## config.mk

```make
export PLATFORM = sky130hd
export DESIGN_NAME = unidade_acesso_memoria
export DESIGN_NICKNAME = d
export VERILOG_FILES = /design/src/rtl/unidade_acesso_memoria.sv
export SDC_FILE = /design/constraint.sdc
export NUM_CORES = 1
export LEC_CHECK = 0
export ABC_CLOCK_PERIOD_IN_PS = 2940
export BUFFER_PORTS_ARGS = -buffer_cell sky130_fd_sc_hd__buf_2
export CORE_UTILIZATION = 30
export DETAILED_ROUTE_END_ITERATION = 7
export GPL_ROUTABILITY_DRIVEN = 0
export GPL_TIMING_DRIVEN = 0
export PLACE_DENSITY = 0.64
export SLEW_MARGIN = 25
export SYNTH_ARGS = -nofsm -noshare
export SYNTH_HDL_FRONTEND = slang
export SYNTH_SLANG_ARGS = --single-unit
export TNS_END_PERCENT = 10
```

## constraint.sdc

```tcl
create_clock -name clk -period 2.94 [get_ports clk]
set_input_delay 0.147 -clock clk [delete_from_list [all_inputs] [get_ports clk]]
set_output_delay 0.147 -clock clk [all_outputs]
set_load 0.02 [all_outputs]
```

## src/rtl/unidade_acesso_memoria.sv

```systemverilog
// unidade_acesso_memoria: load/store initiator for the data RAM port.
// Takes one byte-addressed request at a time and turns it into word-indexed
// RAM cycles. Sub-word stores are done as read-modify-write.
// Optional feature macro: UAM_SUBPALAVRA_EN (byte/half access). When it is
// not defined, only word accesses are legal and no lane logic is built.
//
// Handshakes: a transfer happens on a posedge where valid and ready are both
// high. The request side is ready only in OCIOSO (and never while rst_n is
// low). The response side keeps valid, data and error stable until the
// consumer raises ready.
module unidade_acesso_memoria #(
  parameter int PROFUNDIDADE = 1024
) (
  input  logic        clk,
  input  logic        rst_n,
  input  logic        req_valido,
  output logic        req_pronto,
  input  logic        req_escrita,
  input  logic [1:0]  req_tamanho,
  input  logic        req_sinal,
  input  logic [31:0] req_endereco,
  input  logic [31:0] req_dado,
  output logic        resp_valido,
  input  logic        resp_pronto,
  output logic [31:0] resp_dado,
  output logic        resp_erro,
  output logic [31:0] mem_endereco,
  output logic [31:0] mem_entrada,
  output logic        mem_we,
  output logic        mem_re,
  input  logic [31:0] mem_saida,
  output logic [1:0]  estado_dbg
);

  typedef enum logic [1:0] {OCIOSO, LEITURA, ESCRITA, RESPOSTA} estado_t;

  estado_t estado;
  logic    fora_faixa;
  logic    erro_req;
  logic    palavra_escrita;
  logic [31:0] carga;

`ifdef UAM_SUBPALAVRA_EN
  logic        escrita_q;
  logic [1:0]  tamanho_q;
  logic        sinal_q;
  logic [1:0]  lane_q;
  logic [31:0] dado_q;
  logic [7:0]  byte_sel;
  logic [15:0] half_sel;
  logic [31:0] mesclado;
`else
  logic sinal_unused;
  assign sinal_unused = req_sinal;
`endif

  // Out-of-range word index: the upper 30 address bits select the word.
  assign fora_faixa = {2'b00, req_endereco[31:2]} >= 32'(PROFUNDIDADE);

  // Request classification at acceptance time.
  always_comb begin
    erro_req        = fora_faixa;
    palavra_escrita = req_escrita && (req_tamanho == 2'b10);
`ifdef UAM_SUBPALAVRA_EN
    case (req_tamanho)
      2'b00:   erro_req = fora_faixa;
      2'b01:   erro_req = fora_faixa || req_endereco[0];
      2'b10:   erro_req = fora_faixa || (req_endereco[1:0] != 2'b00);
      default: erro_req = 1'b1;
    endcase
`else
    erro_req = fora_faixa || (req_tamanho != 2'b10) || (req_endereco[1:0] != 2'b00);
`endif
  end

`ifdef UAM_SUBPALAVRA_EN
  // Little-endian lane extraction for loads and lane merge for sub-word stores.
  always_comb begin
    byte_sel = mem_saida[{lane_q, 3'b000} +: 8];
    half_sel = lane_q[1] ? mem_saida[31:16] : mem_saida[15:0];
    case (tamanho_q)
      2'b00:   carga = {{24{sinal_q & byte_sel[7]}}, byte_sel};
      2'b01:   carga = {{16{sinal_q & half_sel[15]}}, half_sel};
      default: carga = mem_saida;
    endcase
    mesclado = mem_saida;
    if (tamanho_q == 2'b00)
      mesclado[{lane_q, 3'b000} +: 8] = dado_q[7:0];
    else
      mesclado[{lane_q[1], 4'b0000} +: 16] = dado_q[15:0];
  end
`else
  assign carga = mem_saida;
`endif

  // Main FSM: state, latched request fields and registered response/RAM fields.
  always_ff @(posedge clk) begin
    if (!rst_n) begin
      estado       <= OCIOSO;
      resp_dado    <= 32'h0;
      resp_erro    <= 1'b0;
      mem_endereco <= 32'h0;
      mem_entrada  <= 32'h0;
    end else begin
      case (estado)
        OCIOSO: begin
          if (req_valido) begin
`ifdef UAM_SUBPALAVRA_EN
            escrita_q <= req_escrita;
            tamanho_q <= req_tamanho;
            sinal_q   <= req_sinal;
            lane_q    <= req_endereco[1:0];
            dado_q    <= req_dado;
`endif
            mem_endereco <= {2'b00, req_endereco[31:2]};
            mem_entrada  <= req_dado;
            resp_dado    <= 32'h0;
            resp_erro    <= erro_req;
            if (erro_req)             estado <= RESPOSTA;
            else if (palavra_escrita) estado <= ESCRITA;
            else                      estado <= LEITURA;
          end
        end
        LEITURA: begin
`ifdef UAM_SUBPALAVRA_EN
          if (escrita_q) begin
            mem_entrada <= mesclado;
            estado      <= ESCRITA;
          end else begin
            resp_dado <= carga;
            estado    <= RESPOSTA;
          end
`else
          resp_dado <= carga;
          estado    <= RESPOSTA;
`endif
        end
        ESCRITA: estado <= RESPOSTA;
        RESPOSTA: if (resp_pronto) estado <= OCIOSO;
        default: estado <= OCIOSO;
      endcase
    end
  end

  // Strobes decoded from the state register; the write is killed during reset.
  assign req_pronto  = (estado == OCIOSO) && rst_n;
  assign resp_valido = (estado == RESPOSTA);
  assign mem_re      = (estado == LEITURA);
  assign mem_we      = (estado == ESCRITA) && rst_n;
  assign estado_dbg  = estado;

endmodule
```

After elaboration in Yosys (flattened, before gate mapping)
Index checks and enable logic that the tools add are counted.
{ "classes": {"n_reduce_logical": 12, "n_lt_le_gt_ge": 1, "n_eq_ne": 7, "n_mux": 7} }
{ "ops": {"columns": ["cell", "n"], "rows": [
  ["32-bit one-hot mux with 2 select lines", 1],
  ["32-bit two-way mux", 1],
  ["30-bit by 11-bit greater-or-equal comparator with 1-bit output, second input constant", 1],
  ["2-bit two-way mux", 4],
  ["2-bit == test, second input constant", 3],
  ["2-bit one-hot mux with 3 select lines", 1],
  ["2-bit AND reduction", 3],
  ["2-bit != test, second input constant", 2],
  ["2-bit nonzero test", 2],
  ["1-bit logical AND", 3],
  ["2-bit by 1-bit == test with 1-bit output, second input constant", 1],
  ["2-bit zero test", 1],
  ["1-bit logical OR", 2],
  ["2-bit by 1-bit != test with 1-bit output, second input constant", 1],
  ["2-bit OR reduction", 1]
]} }
{ "totals": {"output_inout_bits": 103, "regBits": 97} }

Longest topological paths before layout
Gate-level depths: netlist (run 1).
{ "logic_depth": {"depth_word": 6, "mapped_depth": 8, "mapped_depth_nobuf": 6} }

Worst setup path after synthesis (run 1)
Ideal clock, no wire load.
{ "synth_path": {"path_type": "flip-flop to flip-flop", "from": "register estado[1], in the netlist estado_dbg[1]", "to": "register resp_dado[0]", "setup_ns": 0.118, "required_ns": 2.822, "slack_ns": 1.308, "path_buffers": 2, "arrival_time_ns": 1.514, "path_stages_with_launch": 8, "path_cell_list": "dfxtp_1 > inv_1 > ha_1 > and2_1 > buf_2 > buf_6 > a22oi_1 > nor2b_1"} }
{ "synth_via": {"elab_chain_cells": 3, "word_cells_on_any_way": 6} }
{ "synth_lines": {"columns": ["item", "line", "rtl"], "rows": [
  ["start, declared", "37", "estado_t estado;"],
  ["start signal, assigned", "99", "estado <= OCIOSO;"],
  ["start signal, assigned", "119", "if (erro_req) estado <= RESPOSTA;"],
  ["start signal, assigned", "120", "else if (palavra_escrita) estado <= ESCRITA;"],
  ["2-bit by 1-bit == test with 1-bit output *", null, null],
  ["net mem_re", "30", "output logic mem_re,"],
  ["2-bit nonzero test (no line)", null, null],
  ["2-bit AND reduction (no line)", null, null],
  ["end signal, assigned", "134", "resp_dado <= carga;"],
  ["end, declared", "25", "output logic [31:0] resp_dado,"]
]} }
Mark *: on every way through the listed nets, which the timed path passes. The rest lies on a longest branch.
A chain may end at the register's enable or synchronous reset.

Worst setup path in the final report (run 1)
{ "layout_path": {"from": "register estado[0], in the netlist estado_dbg[0]", "to": "register mem_endereco[11]"} }
{ "layout_via": {"elab_chain_cells": 2} }
{ "layout_lines": {"columns": ["item", "line", "rtl"], "rows": [
  ["2-bit zero test", "105", "case (estado)"],
  ["2-bit AND reduction (no line)", null, null],
  ["end signal, assigned", "115", "mem_endereco <= {2'b00, req_endereco[31:2]};"],
  ["end, declared", "27", "output logic [31:0] mem_endereco,"]
]} }
No other way between the ends.

==> results of run 1 <==
[state kept, by name, indices dropped and copies added (netlist names)]
signal / cells
estado_dbg: 2
mem_endereco: 30
mem_entrada: 32
resp_dado: 32
resp_erro: 1
[cell type report]
type / count / area (um2)
Fill cell: 1214 / 6810
Sequential cell: 97 / 1940
Multi-Input combinational cell: 285 / 1600
Timing Repair Buffer: 202 / 1010
Clock buffer: 12 / 256
Tap cell: 168 / 210
Buffer: 33 / 195
Clock inverter: 4 / 27.5
Inverter: 3 / 11.3
[final timing paths]
kind | startpoint | endpoint | slack, ns | depth (start not counted)
worst max-delay path | estado_dbg[0] | mem_endereco[11] | 1.06 | 6
worst min-delay path | req_endereco[9] | mem_endereco[7] | 0.05 | 3
worst max register to register | estado_dbg[0] | mem_endereco[11] | 1.06 | 6
worst min register to register | mem_endereco[17] | mem_endereco[17] | 0.45 | 2
[Yosys cell counts]
library cell  instances  area share [%]
nor2_1                1            0.10
conb_1                1            0.10
nand3_1               1            0.13
o21ai_0               3            0.40
clkbuf_1             15             1.5
inv_1                 3            0.30
ha_1                  4             1.3
a22oi_1              32             6.4
nor4b_1               1            0.23
nor4_1                6             1.0
a21o_1                1            0.20
a21boi_1              6             1.2
buf_4                12             2.4
buf_6                 3            0.90
clkbuf_2              1            0.13
a21oi_2               1            0.23
nand4_1               1            0.17
and2_1                4            0.67
nor2b_1              32             5.4
dfxtp_1              97              52
nand2_1             129              13
nand2b_1              2            0.33
nor3_1                2            0.27
buf_2                 2            0.27
a21boi_0             57              11
[routing by layer]
metal  vias up  wire length (um)  part of all wire (%)  GRT usage, %
met2       145              4760                    46          27.6
met4         0               208                   2.0          6.75
li1       1811                 -                     -             -
met1      1579              4610                    44          18.9
met5         -                 0                     0             0
met3        17               861                   8.2          6.06
[stage by stage]
| step | util (%) | cells |
|---|---|---|
| floorplan | - | 418 |
| global placement | 41.2 | 788 |
| detailed placement | 41.2 | 788 |
| CTS | 43.5 | 804 |
| global route | 43.5 | 804 |
| finish | 43.5 | 804 |
[worst max-delay path, stage by stage (launching register included)]
cell and delay (ns):
dfxtp_1 0.41, inv_1 0.09, ha_1 0.26, nand2_1 0.34
clkbuf_1 0.42, nand2_1 0.10, a21boi_0 0.18
[where the power goes]
part / internal, mW / switching (mW) / leakage, nW
sequential: 1.56 / 0.125 / 0.793
combinational: 0.536 / 0.930 / 1.49
clock: 0.619 / 0.501 / 0.131
[cell usage in the layout, fill, tap and decap left out, types with 2 or more instances in the layout]
| master | n |
|---|---|
| a21boi_0 | 57 |
| a21boi_1 | 6 |
| a22oi_1 | 32 |
| and2_1 | 4 |
| buf_2 | 204 |
| buf_4 | 12 |
| buf_6 | 3 |
| clkbuf_1 | 16 |
| clkbuf_16 | 9 |
| clkbuf_8 | 2 |
| clkinvlp_4 | 3 |
| conb_1 | 2 |
| dfxtp_1 | 97 |
| ha_1 | 4 |
| inv_1 | 3 |
| nand2_1 | 129 |
| nand2b_1 | 2 |
| nor2b_1 | 32 |
| nor3_1 | 2 |
| nor4_1 | 6 |
| o21ai_0 | 3 |
[kinds of logic (layout without fill, tap and decap cells)]
group / count (synthesis) / after routing / synth area share (%)
buffers and inverters: 36 / 254 / 5.52
adders and majority gates: 4 / 4 / 1.34
and+or+nand+nor: 179 / 179 / 21.2
AOI/OAI and AO/OA: 100 / 100 / 19.9
other: 1 / 2 / 0.100
DFF: 97 / 97 / 51.9
==> results by group, run 1 <==
Floorplan
  – Core ar.: 12100 um2
  – Die width: 114 um
  – Rows: 40
  – Chip height: 114 um
  – Die area: 12900 um2
  – Initial Util: 31.0%
  – IO Count: 207

Synth
  – Yosys reg bits: 97
  – Netlist Area Pre-Place: 3740 um2
  – Netlist cell types: 25
  – Mapped Avg Cell Area: 8.97 um2
  – Post-synthesis sequential area ratio: 51.9%
  – Synth Instances: 417
  – Yosys Warn Count: 0

Clock network
  – CTS buffer count: 9
  – Post-CTS setup repair buffer count: 0
  – CTS resizes: 0
  – Clock sink count: 97
  – Worst-skew pair later-pin latency: 0.34 ns
  – Cts hold-fix bufs: 0
  – # H-tree levels: 3
  – Clock root cell: clkbuf_16
  – Clock buffer depth: 2
  – CTS tree: done
  – Worst-path clk slew: 0.07 ns

Drt
  – Drt initial violations: 191
  – Post-route ant nets: 0
  – First drt pass iteration count: 5
  – DR vias: 3552
  – Final WL: 10400 um
  – DR WL/cell: 13.0 um
  – Vias per inst: 4.42
  – DRC violations left: 0

STA
  – RSZ-0062 raised after global routing: false
  – Setup TNS: 0 ns
  – Setup violations, final: 0
  – Slew headroom: 65.4%
  – Setup WS post-layout: 1.06 ns
  – Final Hold Fails: 0
  – Fmax: 0.532 GHz
  – Worst Skew: 0.00555 ns
  – Final hold slack: 0.0512 ns
  – Period utilization: 64.0%
  – Final Slew Violations: 0
  – Slew @ Worst Pin: 0.515 ns
  – Minimum clock period: 1.88 ns

Placed design
  – DP Worst Slack: 0.987 ns
  – Placed cell area: 4960 um2
  – Hpwl dp: 8050 um
  – Port buffer count: 202

Hold path
  – Min-delay worst type: primary input to register

Setup path
  – Crit start category: register
  – Worst endpoint required time: 3.20 ns
  – Critical path peak fanout: 10
  – Critical Setup Path Class: register to register
  – Critical path endpoint category: register
  – Critical path arrival: 2.14 ns

Cells and area
  – Syn-to-layout area delta: 40.3%
  – Final instance area: 5250 um2
  – Nets: 739
  – Layout cells sized above 1: 37.1%
  – Ant. Diodes: 0

GRT
  – GRT Total Usage: 16.5%
  – Grt total ovfl: 0
  – Vias in the first global route: 3458
  – Initial antenna violation count: 0
  – First-pass GRT wire length: 16500 um
  – Largest net degree at the start of global routing: 16

Run
  – Max cap viols: 0

Power and ir drop
  – VDD IR max: 0.316 mV
  – Power, Total: 4.27 mW
  – Leakage: 2.42 nW
  – Power per Cell Area: 814 nW/um2

Outcome
  – Outcome: finished, final reports clean
Note: power is estimated with default switching activity, not from simulation.
==> inputs of run 2 (changes only) <==
--- a/config.mk
+++ b/config.mk
@@ -5,13 +5,13 @@
 export SDC_FILE = /design/constraint.sdc
 export NUM_CORES = 1
 export LEC_CHECK = 0
-export ABC_CLOCK_PERIOD_IN_PS = 2940
+export ABC_CLOCK_PERIOD_IN_PS = 1500
 export BUFFER_PORTS_ARGS = -buffer_cell sky130_fd_sc_hd__buf_2
 export CORE_UTILIZATION = 30
 export DETAILED_ROUTE_END_ITERATION = 7
 export GPL_ROUTABILITY_DRIVEN = 0
 export GPL_TIMING_DRIVEN = 0
-export PLACE_DENSITY = 0.64
+export PLACE_DENSITY = 0.66
 export SLEW_MARGIN = 25
 export SYNTH_ARGS = -nofsm -noshare
 export SYNTH_HDL_FRONTEND = slang
==> constraint.sdc (replaced) <==
create_clock -name clk -period 1.5 [get_ports clk]
set_input_delay 0.075 -clock clk [delete_from_list [all_inputs] [get_ports clk]]
set_output_delay 0.075 -clock clk [all_outputs]
set_load 0.02 [all_outputs]
==> run 2 against run 1 <==
Cell area is 14% higher; highest routed layer unchanged; sequential power is 97% higher; critical path depth is 1 higher; clock power is 120% higher; total power is 110% higher; clock skew hardly changed; via count is 7.9% higher; register-to-register slack worse by 1.0 ns; setup slack worse by 1.0 ns; sequential share of layout area is 4.4 points lower; count of clock-buffer cells in the layout is 2 higher; maximum frequency is 30% higher.
==> results by group, run 2 (same netlist as run 1, synthesis figures left out) <==
Setup path
  – Critical path endpoint category: register (unchanged)
  – FF-to-FF path depth: 7 (was 6)
  – R2R Setup Slk: 0.05 ns (was 1.06 ns)
  – Critical path arrival: 1.71 ns (was 2.14 ns)
  – CP bufs+invs: 3 (was 2)
  – Worst endpoint required time: 1.76 ns (was 3.20 ns)
  – R2r endpoint: mem_entrada[24] (was mem_endereco[11])
  – Worst path slowest cell: dfxtp_4 (was clkbuf_1)
  – Max incr delay on CP: 0.36 ns (was 0.42 ns)
  – Critical Setup Path Class: register to register (unchanged)
  – Crit-path cells: inv_2, ha_4, and2_4, buf_6, buf_4, nand2_1, a21boi_0 (was inv_1, ha_1, nand2_1, clkbuf_1, nand2_1, a21boi_0)
  – Top delay family on crit path: buffers and inverters (unchanged)
  – Crit start category: register (unchanged)
  – Critical path peak fanout: 10 (unchanged)
  – Reg-to-reg startpoint: estado_dbg[1] (was estado_dbg[0])

Drt
  – Drt initial violations: 129 (was 191)
  – DR vias: 3834 (was 3552)
  – First drt pass iteration count: 4 (was 5)
  – Met3 WL: 804 um (was 861 um)
  – Vias per inst: 4.45 (was 4.42)
  – Top Metal Used: met4 (unchanged)
  – DR WL/cell: 13.7 um (was 13.0 um)
  – Post-route ant nets: 0 (unchanged)
  – M1 WL: 4820 um (was 4610 um)
  – Final WL: 11800 um (was 10400 um)
  – DRC violations left: 0 (unchanged)
  – Met2 routed WL: 5840 um (was 4760 um)

Clock network
  – Worst-skew pair later-pin latency: 0.34 ns (about the same)
  – Worst-path clk slew: 0.06 ns (was 0.07 ns)
  – Clock root cell: clkbuf_16 (unchanged)
  – CTS buffer count: 9 (unchanged)
  – Clock buffer depth: 2 (unchanged)
  – CTS tree: done (unchanged)
  – Clock sink count: 97 (unchanged)
  – Post-CTS setup repair buffer count: 0 (unchanged)
  – # H-tree levels: 3 (unchanged)

GRT
  – Grt total ovfl: 0 (unchanged)
  – GRT Total Usage: 18.3% (was 16.5%)
  – Vias in the first global route: 3771 (was 3458)
  – Initial antenna violation count: 0 (unchanged)
  – First-pass GRT wire length: 18300 um (was 16500 um)
  – Largest net degree at the start of global routing: 15 (was 16)

Floorplan
  – Die width: 114 um (unchanged)
  – Core ar.: 12100 um2 (unchanged)
  – Die area: 12900 um2 (unchanged)
  – IO Count: 207 (unchanged)
  – Initial Util: 31.0% (unchanged)
  – Chip height: 114 um (unchanged)
  – Rows: 40 (unchanged)

STA
  – Worst Skew: 0.00535 ns (was 0.00555 ns)
  – Fmax: 0.691 GHz (was 0.532 GHz)
  – Period utilization: 96.5% (was 64.0%)
  – Final Hold Fails: 0 (unchanged)
  – Slew @ Worst Pin: 0.527 ns (was 0.515 ns)
  – Minimum clock period: 1.45 ns (was 1.88 ns)
  – RSZ-0062 raised after global routing: true (was false)
  – Final Slew Violations: 0 (unchanged)
  – Setup violations, final: 0 (unchanged)
  – Slew headroom: 64.6% (was 65.4%)

Placed design
  – Port buffer count: 202 (unchanged)
  – Hpwl dp: 8230 um (was 8050 um)
  – Placed Cells incl. Taps: 788 (unchanged)

Cells and area
  – Ant. Diodes: 0 (unchanged)
  – Most frequent cells in the layout: buf_2 (204), nand2_1 (128), dfxtp_1 (95), dlygate4sd3_1 (58), a21boi_0 (54) (was buf_2 (204), nand2_1 (129), dfxtp_1 (97), a21boi_0 (57))
  – Biggest regs: mem_entrada: 32 flops, resp_dado: 32 flops, mem_endereco: 30 flops (unchanged)
  – Syn-to-layout area delta: 59.6% (was 40.3%)
  – Nets: 796 (was 739)
  – Layout cells sized above 1: 36.9% (was 37.1%)
  – Non-filler instance count after layout: 861 (was 804)
  – Commonest non-fill, non-tap cell in the layout: buf_2 (unchanged)

Power and ir drop
  – VDD IR max: 0.512 mV (was 0.316 mV)
  – Power per Cell Area: 1510 nW/um2 (was 814 nW/um2)
  – Leakage: 2.72 nW (was 2.42 nW)
  – Power, Total: 9.00 mW (was 4.27 mW)

Hold path
  – Hold Path Sink: mem_entrada[12] (was mem_endereco[7])
  – Min-delay worst type: primary input to register (unchanged)
  – Hold path depth: 3 (unchanged)
  – Hold Path Origin: req_dado[12] (was req_endereco[9])

Run
  – Max cap viols: 0 (unchanged)

Outcome
  – Outcome: finished, final reports clean (unchanged)
run 2: changes by cell type in the layout (fill, tap and decap cells not counted), moves of 5 or more:
cell / previous run / this run
a22oi_1: 32 / 25
a22oi_2: 0 / 7
clkbuf_1: 16 / 11
dlygate4sd3_1: 0 / 58
clkbuf_4: 0 / 5
run 2: how the worst max path moves through the flow:
stage / startpoint / to / slack (ns) / cells past startpoint
6_report: estado_dbg[1] / mem_entrada[24] / 0.05 / 7
5_1_grt: req_endereco[19] / estado_dbg[1] / -0.05 / 6
4_1_cts: estado_dbg[0] / resp_dado[1] / 0.001 / 8
3_5_place_dp: estado_dbg[0] / mem_endereco[9] / -0.37 / 6
3_3_place_gp: estado_dbg[0] / mem_endereco[22] / -0.30 / 6
2_1_floorplan: estado_dbg[0] / resp_erro / 0.01 / 7
run 2: where the power goes:
| part | switching (mW) | total [mW] | internal (mW) |
|---|---|---|---|
| Sequential | 0.263 | 3.33 | 3.07 |
| Combinational | 1.92 | 3.19 | 1.27 |
| Clock | 0.924 | 2.48 | 1.55 |
| Total | 3.11 | 9.00 | 5.89 |
run 2: area by class of cell:
cell class	count	area [um2]
Multi-Input combinational cell	285	1660
Tap cell	168	210
Buffer	32	223
Inverter	3	11.3
Clock inverter	2	60.1
Clock buffer	14	264
Fill cell	1158	6090
Timing Repair Buffer	260	1590
Sequential cell	97	1950
run 2: layer usage:
metal	global-route usage, %	vias up
met5	0	-
met2	32.9	153
met1	19.9	1741
met4	8.77	0
met3	5.05	21
li1	-	1919
run 2: repair_timing:
item                       in CTS  in global routing
resized for setup              15                 27
hold endpoints to repair       58                  0
setup endpoints to repair      92                 88
pin swaps                       0                  2
hold buffers                   58                  0
run 2: per-stage QoR:
stage               setup slack (ns)  setup TNS [ns]  cell area [um2]  util (%)  hold WS [ns]
floorplan                     0.0149               0             3750         -         0.210
global placement              -0.304          -19.00             4970      41.2         0.326
detailed placement            -0.372          -22.92             4970      41.2         0.336
CTS                          0.00117               0             5920      49.0       0.00310
global route                 -0.0501          -0.519             5970      49.5       0.00697
finish                        0.0522               0             5970      49.5      0.000229
run 2: tightest hold or removal path: stages:
cell and delay [ns]:
buf_2 0.10, nand2_1 0.05, a21boi_1 0.06
==> inputs of run 3 (changes only) <==
==> constraint.sdc (replaced) <==
create_clock -name clk -period 1.5 [get_ports clk]
set_input_delay 0 -clock clk [delete_from_list [all_inputs] [get_ports clk]]
set_output_delay 0 -clock clk [all_outputs]
set_load 0.02 [all_outputs]
==> run 3 against run 2 <==
Total power is 1.3% higher; largest power group unchanged; first-iteration DRC count grew 7.8%; sequential power about the same; core utilization grew 3.1 points.
==> results by group, run 3 (same netlist as run 1, synthesis figures left out) <==
Cells and area
  – Syn-to-layout area delta: 69.5% (was 59.6%)
  – Commonest non-fill, non-tap cell in the layout: buf_2 (unchanged)
  – Non-filler instance count after layout: 898 (was 861)
  – Nets: 833 (was 796)
  – Most frequent cells in the layout: buf_2 (204), nand2_1 (128), dlygate4sd3_1 (95), dfxtp_1 (95), a21boi_0 (54) (was buf_2 (204), nand2_1 (128), dfxtp_1 (95), dlygate4sd3_1 (58), a21boi_0 (54))
  – Final instance area: 6340 um2 (was 5970 um2)
  – Ant. Diodes: 0 (unchanged)
  – Biggest regs: mem_entrada: 32 flops, resp_dado: 32 flops, mem_endereco: 30 flops (unchanged)
  – Layout cells sized above 1: 35.1% (was 36.9%)

Clock network
  – # H-tree levels: 3 (unchanged)
  – CTS tree: done (unchanged)
  – Worst-path clk slew: 0.06 ns (about the same)
  – Clock root cell: clkbuf_16 (unchanged)
  – Worst-skew pair later-pin latency: 0.34 ns (about the same)
  – Clock buffer depth: 2 (unchanged)
  – Clock sink count: 97 (unchanged)
  – CTS buffer count: 9 (unchanged)

GRT
  – GRT Total Usage: 18.9% (was 18.3%)
  – First-pass GRT wire length: 19000 um (was 18300 um)
  – Vias in the first global route: 3939 (was 3771)
  – Largest net degree at the start of global routing: 15 (unchanged)
  – Initial antenna violation count: 0 (unchanged)
  – Grt total ovfl: 0 (unchanged)

Placed design
  – DP Worst Slack: -0.372 ns (unchanged)
  – Placed cell area: 4970 um2 (unchanged)
  – Port buffer count: 202 (unchanged)
  – Hpwl dp: 8230 um (unchanged)
  – Placed Cells incl. Taps: 788 (unchanged)

Drt
  – Post-route ant nets: 0 (unchanged)
  – Top Metal Used: met4 (unchanged)
  – Drt initial violations: 139 (was 129)
  – First drt pass iteration count: 4 (unchanged)
  – M1 WL: 5070 um (was 4820 um)
  – Met2 routed WL: 6180 um (was 5840 um)
  – DR vias: 4005 (was 3834)
  – Final WL: 12500 um (was 11800 um)
  – DR WL/cell: 13.9 um (was 13.7 um)
  – Met3 WL: 928 um (was 804 um)
  – Vias per inst: 4.46 (was 4.45)
  – DRC violations left: 0 (unchanged)

Power and ir drop
  – Power per Cell Area: 1440 nW/um2 (was 1510 nW/um2)
  – VDD IR max: 0.545 mV (was 0.512 mV)
  – Leakage: 2.87 nW (was 2.72 nW)

STA
  – Fmax: 0.686 GHz (was 0.691 GHz)
  – Period utilization: 97.2% (was 96.5%)
  – RSZ-0062 raised after global routing: true (unchanged)
  – Final Hold Fails: 0 (unchanged)
  – Setup violations, final: 0 (unchanged)
  – Setup WS post-layout: 0.0416 ns (was 0.0522 ns)
  – Slew headroom: 64.2% (was 64.6%)
  – Slew @ Worst Pin: 0.532 ns (was 0.527 ns)
  – Final Slew Violations: 0 (unchanged)
  – Minimum clock period: 1.46 ns (was 1.45 ns)
  – Worst Skew: 0.00487 ns (was 0.00535 ns)
  – Final hold slack: 0.0781 ns (was 0.000229 ns)

Setup path
  – Crit-path cells: inv_2, ha_4, and2_4, a21oi_4, buf_4, a22oi_2, nor2b_1 (was inv_2, ha_4, and2_4, buf_6, buf_4, nand2_1, a21boi_0)
  – Worst endpoint required time: 1.76 ns (about the same)
  – Critical Setup Path Class: register to register (unchanged)
  – Crit start category: register (unchanged)
  – Critical path peak fanout: 10 (unchanged)
  – Worst path slowest cell: dfxtp_2 (was dfxtp_4)
  – Critical path endpoint category: register (unchanged)
  – Critical path arrival: 1.72 ns (was 1.71 ns)
  – Max incr delay on CP: 0.38 ns (was 0.36 ns)

Floorplan
  – Initial Util: 31.0% (unchanged)
  – IO Count: 207 (unchanged)
  – Die area: 12900 um2 (unchanged)
  – Core ar.: 12100 um2 (unchanged)
  – Rows: 40 (unchanged)
  – Die width: 114 um (unchanged)
  – Chip height: 114 um (unchanged)

Outcome
  – Outcome: finished, final reports clean (unchanged)

Hold path
  – Min-delay worst type: primary input to register (unchanged)

Run
  – Max cap viols: 0 (unchanged)
==> run 3: final timing paths <==
kind | start | to | slack, ns | depth (start not counted)
max | estado_dbg[0] | resp_dado[5] | 0.04 | 7
min | req_valido | mem_endereco[19] | 0.08 | 4
min reg2reg | mem_endereco[17] | mem_endereco[17] | 0.45 | 2
max reg2reg | estado_dbg[0] | resp_dado[5] | 0.04 | 7
==> run 3: power by group <==
group	switching (mW)	leakage [nW]	internal [mW]
clock	0.924	0.157	1.55
combinational	1.98	1.92	1.33
sequential	0.269	0.793	3.07
==> run 3: final cells by class <==
class | instances | area (um2)
Inverter | 3 | 11.3
Clock buffer | 14 | 264
Buffer | 32 | 215
Timing Repair Buffer | 297 | 1960
Clock inverter | 2 | 60.1
Fill cell | 1085 | 5720
Tap cell | 168 | 210
Sequential cell | 97 | 1940
Multi-Input combinational cell | 285 | 1670
==> run 3: what timing repair did <==
action	CTS	global route
pin swaps	0	1
endpoints found under the hold margin	95	0
endpoints found under the setup margin	92	85
hold buffers	95	0
buffers inserted	0	0
cloned	0	0
gates resized for setup	15	19
==> run 3: per-stage QoR <==
stage	power [mW]	TNS [ns]	util [%]
floorplan	5.26	0	-
global placement	6.22	-18.85	41.2
detailed placement	6.29	-22.80	41.2
CTS	9.10	0	52.1
global route	9.68	-0.459	52.5
finish	9.12	0	52.5
==> run 3: worst max-delay path: cells and delay by family, from the launching register on <==
kind | cells | cell delay, ns
buffers and inverters | 2 | 0.28
AOI/OAI and AO/OA | 2 | 0.25
DFF | 1 | 0.38
adders and majority gates | 1 | 0.18
and+or+nand+nor | 2 | 0.30
==> run 3: metal layers <==
metal / up-vias / track usage (%)
met1: 1835 / 20.2
li1: 1993 / -
met2: 154 / 34.1
met4: 0 / 9.04
met5: - / 0
met3: 23 / 5.63
